File: src/rtl/omp_dict_row_streamer.sv
// omp_dict_row_streamer: fetches a wrapping run of dictionary rows and serializes each into a word stream
module omp_dict_row_streamer #(
  parameter int ADDR_W        = 5,
  parameter int ROW_W         = 1152,
  parameter int WORD_W        = 32,
  parameter int WORDS_PER_ROW = 36,
  parameter int RD_LAT        = 1
) (
  input  logic              clka,
  input  logic              rst,
  input  logic              start,
  input  logic [ADDR_W-1:0] first_row,
  input  logic [ADDR_W:0]   num_rows,
  output logic              busy,
  output logic              done,
  output logic [ADDR_W-1:0] ram_addr,
  input  logic [ROW_W-1:0]  ram_dout,
  output logic [WORD_W-1:0] m_data,
  output logic              m_valid,
  input  logic              m_ready,
  output logic [5:0]        m_word_idx,
  output logic [ADDR_W-1:0] m_row_idx,
  output logic              m_last_word,
  output logic              m_last_row
);
  localparam int DEPTH = 1 << ADDR_W;
  typedef enum logic [2:0] {IDLE, FETCH, WAIT, STREAM, FIN} state_t;
  state_t state, state_n;
  logic [ADDR_W:0] rows_left, n_clamp;
  logic [2:0] lat_cnt;
  logic [ROW_W-1:0] row_reg;
  logic fin_hold, xfer, lat_done, row_end, final_row;
  assign n_clamp   = num_rows > (ADDR_W+1)'(DEPTH) ? (ADDR_W+1)'(DEPTH) : num_rows;
  assign xfer      = state == STREAM && m_ready;
  assign lat_done  = lat_cnt == 3'(RD_LAT);
  assign row_end   = xfer && m_word_idx == 6'(WORDS_PER_ROW-1);
  assign final_row = rows_left == (ADDR_W+1)'(1);
  // state register
  always_ff @(posedge clka) begin
    if (rst) state <= IDLE;
    else     state <= state_n;
  end
  // next-state logic; a zero-row command goes straight to FIN and lingers one extra cycle there
  always_comb begin
    state_n = state;
    case (state)
      IDLE:        if (start) state_n = n_clamp == '0 ? FIN : FETCH;
      FETCH, WAIT: if (lat_done) state_n = STREAM;
      STREAM:      if (row_end) state_n = final_row ? FIN : WAIT;
      FIN:         if (!fin_hold) state_n = IDLE;
      default:     state_n = IDLE;
    endcase
  end
  // outputs decoded from state; the row register shifts so the current word is always its LSBs
  always_comb begin
    busy        = state == FETCH || state == WAIT || state == STREAM || (state == FIN && fin_hold);
    done        = state == FIN && !fin_hold;
    m_valid     = state == STREAM;
    m_data      = row_reg[WORD_W-1:0];
    m_last_word = state == STREAM && m_word_idx == 6'(WORDS_PER_ROW-1);
    m_last_row  = state == STREAM && final_row;
  end
  // datapath: RAM address, read-latency counter, row register and word/row indices
  always_ff @(posedge clka) begin
    if (rst) begin
      ram_addr   <= '0;
      rows_left  <= '0;
      lat_cnt    <= '0;
      row_reg    <= '0;
      m_word_idx <= '0;
      m_row_idx  <= '0;
      fin_hold   <= 1'b0;
    end else begin
      fin_hold <= state == IDLE && start && n_clamp == '0;
      if (state == IDLE && start) begin
        rows_left <= n_clamp;
        lat_cnt   <= '0;
        if (n_clamp != '0) ram_addr <= first_row;
      end
      if (state == FETCH || state == WAIT) begin
        lat_cnt <= lat_cnt + 3'd1;
        if (lat_done) begin
          row_reg    <= ram_dout;
          m_row_idx  <= ram_addr;
          m_word_idx <= '0;
        end
      end
      if (xfer) begin
        row_reg    <= row_reg >> WORD_W;
        m_word_idx <= m_word_idx + 6'd1;
        if (row_end) begin
          m_word_idx <= '0;
          rows_left  <= rows_left - (ADDR_W+1)'(1);
          lat_cnt    <= '0;
          if (!final_row) ram_addr <= ram_addr + ADDR_W'(1);
        end
      end
    end
  end
endmodule

File: config.mk
export PLATFORM = sky130hd
export DESIGN_NAME = omp_dict_row_streamer
export DESIGN_NICKNAME = d
export VERILOG_FILES = /design/src/rtl/omp_dict_row_streamer.sv
export SDC_FILE = /design/constraint.sdc
export NUM_CORES = 2
export LEC_CHECK = 0
export ABC_AREA = 1
export BUFFER_PORTS_ARGS = -buffer_cell sky130_fd_sc_hd__buf_2
export CORE_AREA = 2 2 472 474
export CTS_CLUSTER_SIZE = 8
export DETAILED_ROUTE_END_ITERATION = 8
export DIE_AREA = 0 0 474 476
export PLACE_DENSITY_LB_ADDON = 0.1
export SLEW_MARGIN = 20
export SYNTH_ARGS = -nofsm -noshare
export SYNTH_HDL_FRONTEND = slang
export SYNTH_SLANG_ARGS = --single-unit
File: constraint.sdc
create_clock -name clka -period 1.7 [get_ports clka]
set_input_delay 0.34 -clock clka [delete_from_list [all_inputs] [get_ports clka]]
set_output_delay 0.34 -clock clka [all_outputs]
set_load 0.05 [all_outputs]
After elaboration in Yosys (flattened, before gate mapping)
Cells that the tools add are included. W data, S select, Z words.

Register bits after elaboration: 1181. Input bits: 1167.

$lt $le $gt $ge: 1. Add/sub/neg operators: 4. Equality and inequality tests: 11. Muxes and demuxes: 27. Reductions and logical operators: 22.

Operators with widths (count): $mux W1120 (3); $mux W6 (8); $mux W3 (10); $mux W5 (5); $pmux W3 S4 (1); $logic_and A1 B1 Y1 (8); $add A6 B1 Y6 const B (1); $eq A3 B1 Y1 const B (2); $eq A3 B2 Y1 const B (2); $eq A6 B1 Y1 const B (1); $eq A6 B6 Y1 const B (1); $gt A6 B6 Y1 const B (1); $logic_not A6 Y1 (1); $ne A2 B2 Y1 const B (3); $reduce_bool A6 Y1 (1); $sub A6 B1 Y6 const B (1); $add A5 B1 Y5 const B (1); $reduce_and A2 Y1 (2); $reduce_and A4 Y1 (1); $reduce_bool A2 Y1 (2); $reduce_or A2 Y1 (2); $add A3 B1 Y3 const B (1); $eq A3 B3 Y1 const B (1); $logic_not A3 Y1 (1); other kinds (3) (5).

Logic depth before layout (Yosys ltp)
Depth in word-level cells: 8. Depth in mapped cells: 12. Depth with buffers taken out: 9.

Worst setup path after synthesis
Ideal clock, no wire load.

Kind: register -> output. Start: register state[2]. End: output done. Path buffers: 0. Path slack: -0.552 ns. Arrival time: 1.912 ns. Stages on the path, launching flop included: 3. Cells stage by stage: dfxtp_1 > inv_1 > nor4_1.

Longest elaborated chain between the ends: 2.

RTL lines: start: declaration (line 28) `state_t state, state_n;`; start signal: assignment (line 41) `else state <= state_n;`; $eq A3 B3 Y1 (line 57) `done = state == FIN && !fin_hold;`; $logic_and A1 B1 Y1 (line 57); end: declaration (line 15) `output logic done,`.

Every way passes these cells.

Final worst setup path
Start: register state[0]. End: output m_last_word.

Longest elaborated chain between the ends: 2.

RTL lines: $eq A3 B2 Y1 (line 60) `m_last_word = state == STREAM && m_word_idx == 6'(WORDS_PER_ROW-1);`; $logic_and A1 B1 Y1 (line 60); end: declaration (line 23) `output logic m_last_word,`.

Every way passes these cells.

==> impl_metrics.ini <==
[outcome]
outcome = finished with violations
violations = setup timing

[worst_setup_path]
worstPathCellList = buf_6 > nand3_4 > buf_6 > nor2_4 > buf_8
crit_path_end_kind = output pin
crit_buf_inv = 3
critPathKind = register to output pin
worst_r2r_path_depth = 14
critPathMostFrequentCell = buf_6
crit_slowest_cell = dfxtp_4
path_delay_family = buffers and inverters
worstPathMaxFanout = 6
crit_cells = 5
worst_path_largest_cell_delay_ns = 0.38
worst_ep_arrival_time_ns = 1.82
cp-start-kind = register
required_ns = 1.36

[final_layout]
final_nets = 12603
drive_above_1_share_pct = 21.5
largest_reg_flops = 1152
syn_to_final_growth_pct = 66.1
fin_util_pct = 41.1

[cts]
clock_path_buffers = 3
cts.sinks = 1181
cts-root-buf = clkbuf_16
h-tree-depth = 4
cts_buffers = 167
clock_latency_ns = 0.81
cts_tree = built
clk_pin_slew_ns = 0.05

[floorplanning]
initial_core_util_pct = 24.7
dieArea_um2 = 226000
rows = 173
die_h_um = 476
ios = 1220
core_um2 = 221000
die_width_um = 474

[yosys]
ys_warn_count = 0
syn_area_um2 = 54700
synth-compound-area-share_pct = 11.5
syn_inst = 8852
synth_fa_ha_area_share_pct = 0.137
synth_area_leaders = dfxtp_1 43%, nand2_1 23%, nor2_1 16%
synth_xor_xnor_area_share_pct = 0.112
avgSynthCellArea_um2 = 6.18
synth_edf_count = 0
synth_async_sr_flop_share_pct = 0
synth_top_family_by_area = simple AND/OR/NAND/NOR gates
synth_nets = 10025
yosysTopAreaCell = dfxtp_1
muxShareOfSynthArea_pct = 0
yosys-top-cells-count = 3,358 x nand2_1, 2,293 x nor2_1, 1,181 x dfxtp_1, 1,140 x o21ai_0, 384 x clkbuf_1
synth-seq-cells = 1181
synth_cell_types = 29
synth_seq_area_share_pct = 43.2
ys.flop_type = dfxtp_1
synth_top_area_share_pct = 43.2
synth_most_common_cell = nand2_1
synthSimpleGateAreaFrac_pct = 39.2

[sta]
post-route-min-period_ns = 2.16
rsz0062_at_grt = true
relSlewSlack_pct = 57.6
setup-tns-final_ns = -361.54
fin_ws_ns = -0.464
slew_viol_final = 0
skew_ns = 0.0185
tightest_slew_ns = 0.635
hold_ws_ns = 0.0113
fin_crit_sh_pct = 127
fmax_mhz = 462
hold_viol = 0
setup_viol = 1218

[placed_design]
dp_slack_ns = -0.525
port_buffers = 1219
gp_congestion = 0.898
hpwl_um = 211000

[global_routing]
antenna_found_initial = 66
grt_use_total_pct = 25.3
grt_max_degree = 122
grt_pass1_wl_um = 423000
overflow = 0
grt_pass1_vias = 65094

[routing]
routed_wl_um = 313000
ant_nets = 0
drc = 0
drt_pass1_iterations = 7
via_per_inst = 4.61
drtIter0Drc = 4320
dr_total_vias = 66766
wl_per_cell_um = 21.6

[pwr]
p_leak_nw = 42.1
ir_drop_mv = 0.976
p_per_area_nw_per_um2 = 1330

[hold_path]
hold_depth = 5
holdCritPathClass = input pin to register

[run]
cap_violations = 0
final timing paths:
check | end | slack, ns | start
min reg2reg | row_reg[1144]$_SDFFE_PP0P_ | 0.44 | row_reg[1144]$_SDFFE_PP0P_
max | m_last_word | -0.46 | state[0]$_SDFFE_PP0P_
max reg2reg | row_reg[962]$_SDFFE_PP0P_ | -0.45 | state[0]$_SDFFE_PP0P_
min | row_reg[204]$_SDFFE_PP0P_ | 0.01 | ram_dout[204]
cell type report:
cell class                 instances  area, um^2
fill                           23131      130000
timing repair buffer            3075       29400
multi-input combinational       6949       29200
sequential                      1181       23700
clock buffer                     180        4310
tap                             2975        3720
clock inverter                    14         235
inverter                          56         228
antenna                           45         113
kinds of logic after synthesis:
family	Yosys count
XOR/XNOR	7
AO/OA/AOI/OAI	1248
adder cells (fa/ha/maj)	6
flip-flops	1181
AND/OR/NAND/NOR	5688
buffers and inverters	722
worst reg2reg max path, stage by stage (launching register included):
cell and delay (ns):
dfxtp_4 0.36, buf_6 0.12, nand3_4 0.08, buf_6 0.10, nor2_4 0.03, buf_6 0.13
buf_8 0.14, buf_12 0.13, buf_16 0.14, buf_12 0.16, buf_12 0.14, nand2_1 0.08
nand2_1 0.05, o21ai_0 0.29, nor2_1 0.07
cells in the final DEF (no fill, tap or decap), types with 5 or more instances in the layout:
cell | synthesis | layout
o21ai_1 | 55 | 144
inv_1 | 54 | 49
a21oi_1 | 39 | 39
a211oi_1 | 12 | 12
nand2_4 | 0 | 42
buf_16 | 0 | 103
dlygate4sd3_1 | 0 | 1101
buf_2 | 190 | 1214
buf_6 | 0 | 71
buf_12 | 0 | 164
o21ai_2 | 0 | 63
dfxtp_1 | 1181 | 1173
xor2_1 | 5 | 5
dfxtp_2 | 0 | 6
bufbuf_16 | 0 | 18
buf_4 | 58 | 289
clkbuf_16 | 0 | 258
nor2_2 | 1 | 63
nor2_1 | 2293 | 2185
nand2_2 | 2 | 57
nor2_4 | 1 | 47
diode_2 | 0 | 45
nand3_1 | 25 | 19
buf_8 | 0 | 28
clkbuf_1 | 384 | 9
o21ai_0 | 1140 | 985
nand2_1 | 3358 | 3259
metrics by stage:
step	total power [mW]	cells	instance area [um^2]
final	120	14475	90800
after global routing	127	14459	90800
after CTS	115	14272	86500
after detailed placement	74.1	12810	66400
after global placement	73.6	12810	66400
after floorplan	61.2	8852	54700
routing by layer:
layer  up-vias  wire (um)  share of wire (%)  global-route usage (%)
met2      2222     153000                 49                    44.4
li1      32688          -                  -                       -
met5         -        116              0.037                       0
met1     31271     130000                 42                    30.9
met4        18      14500                4.6                    11.1
met3       567      15500                5.0                    3.23
power by group:
part,leakage (nW),total (mW),switching [mW],internal [mW]
combinational,30.2,47.2,25.0,22.1
sequential,9.62,42.0,5.55,36.5
clock,2.23,31.2,13.3,17.9
what timing repair did:
item	in CTS	in global routing
endpoints found under the setup margin	1218	1218
hold buffers	1099	2
pin swaps	38	172
setup buffers	87	73
gates cloned	84	101
resized for setup	326	573
hold endpoints to repair	1106	2
(Power assumes the default switching activity.)
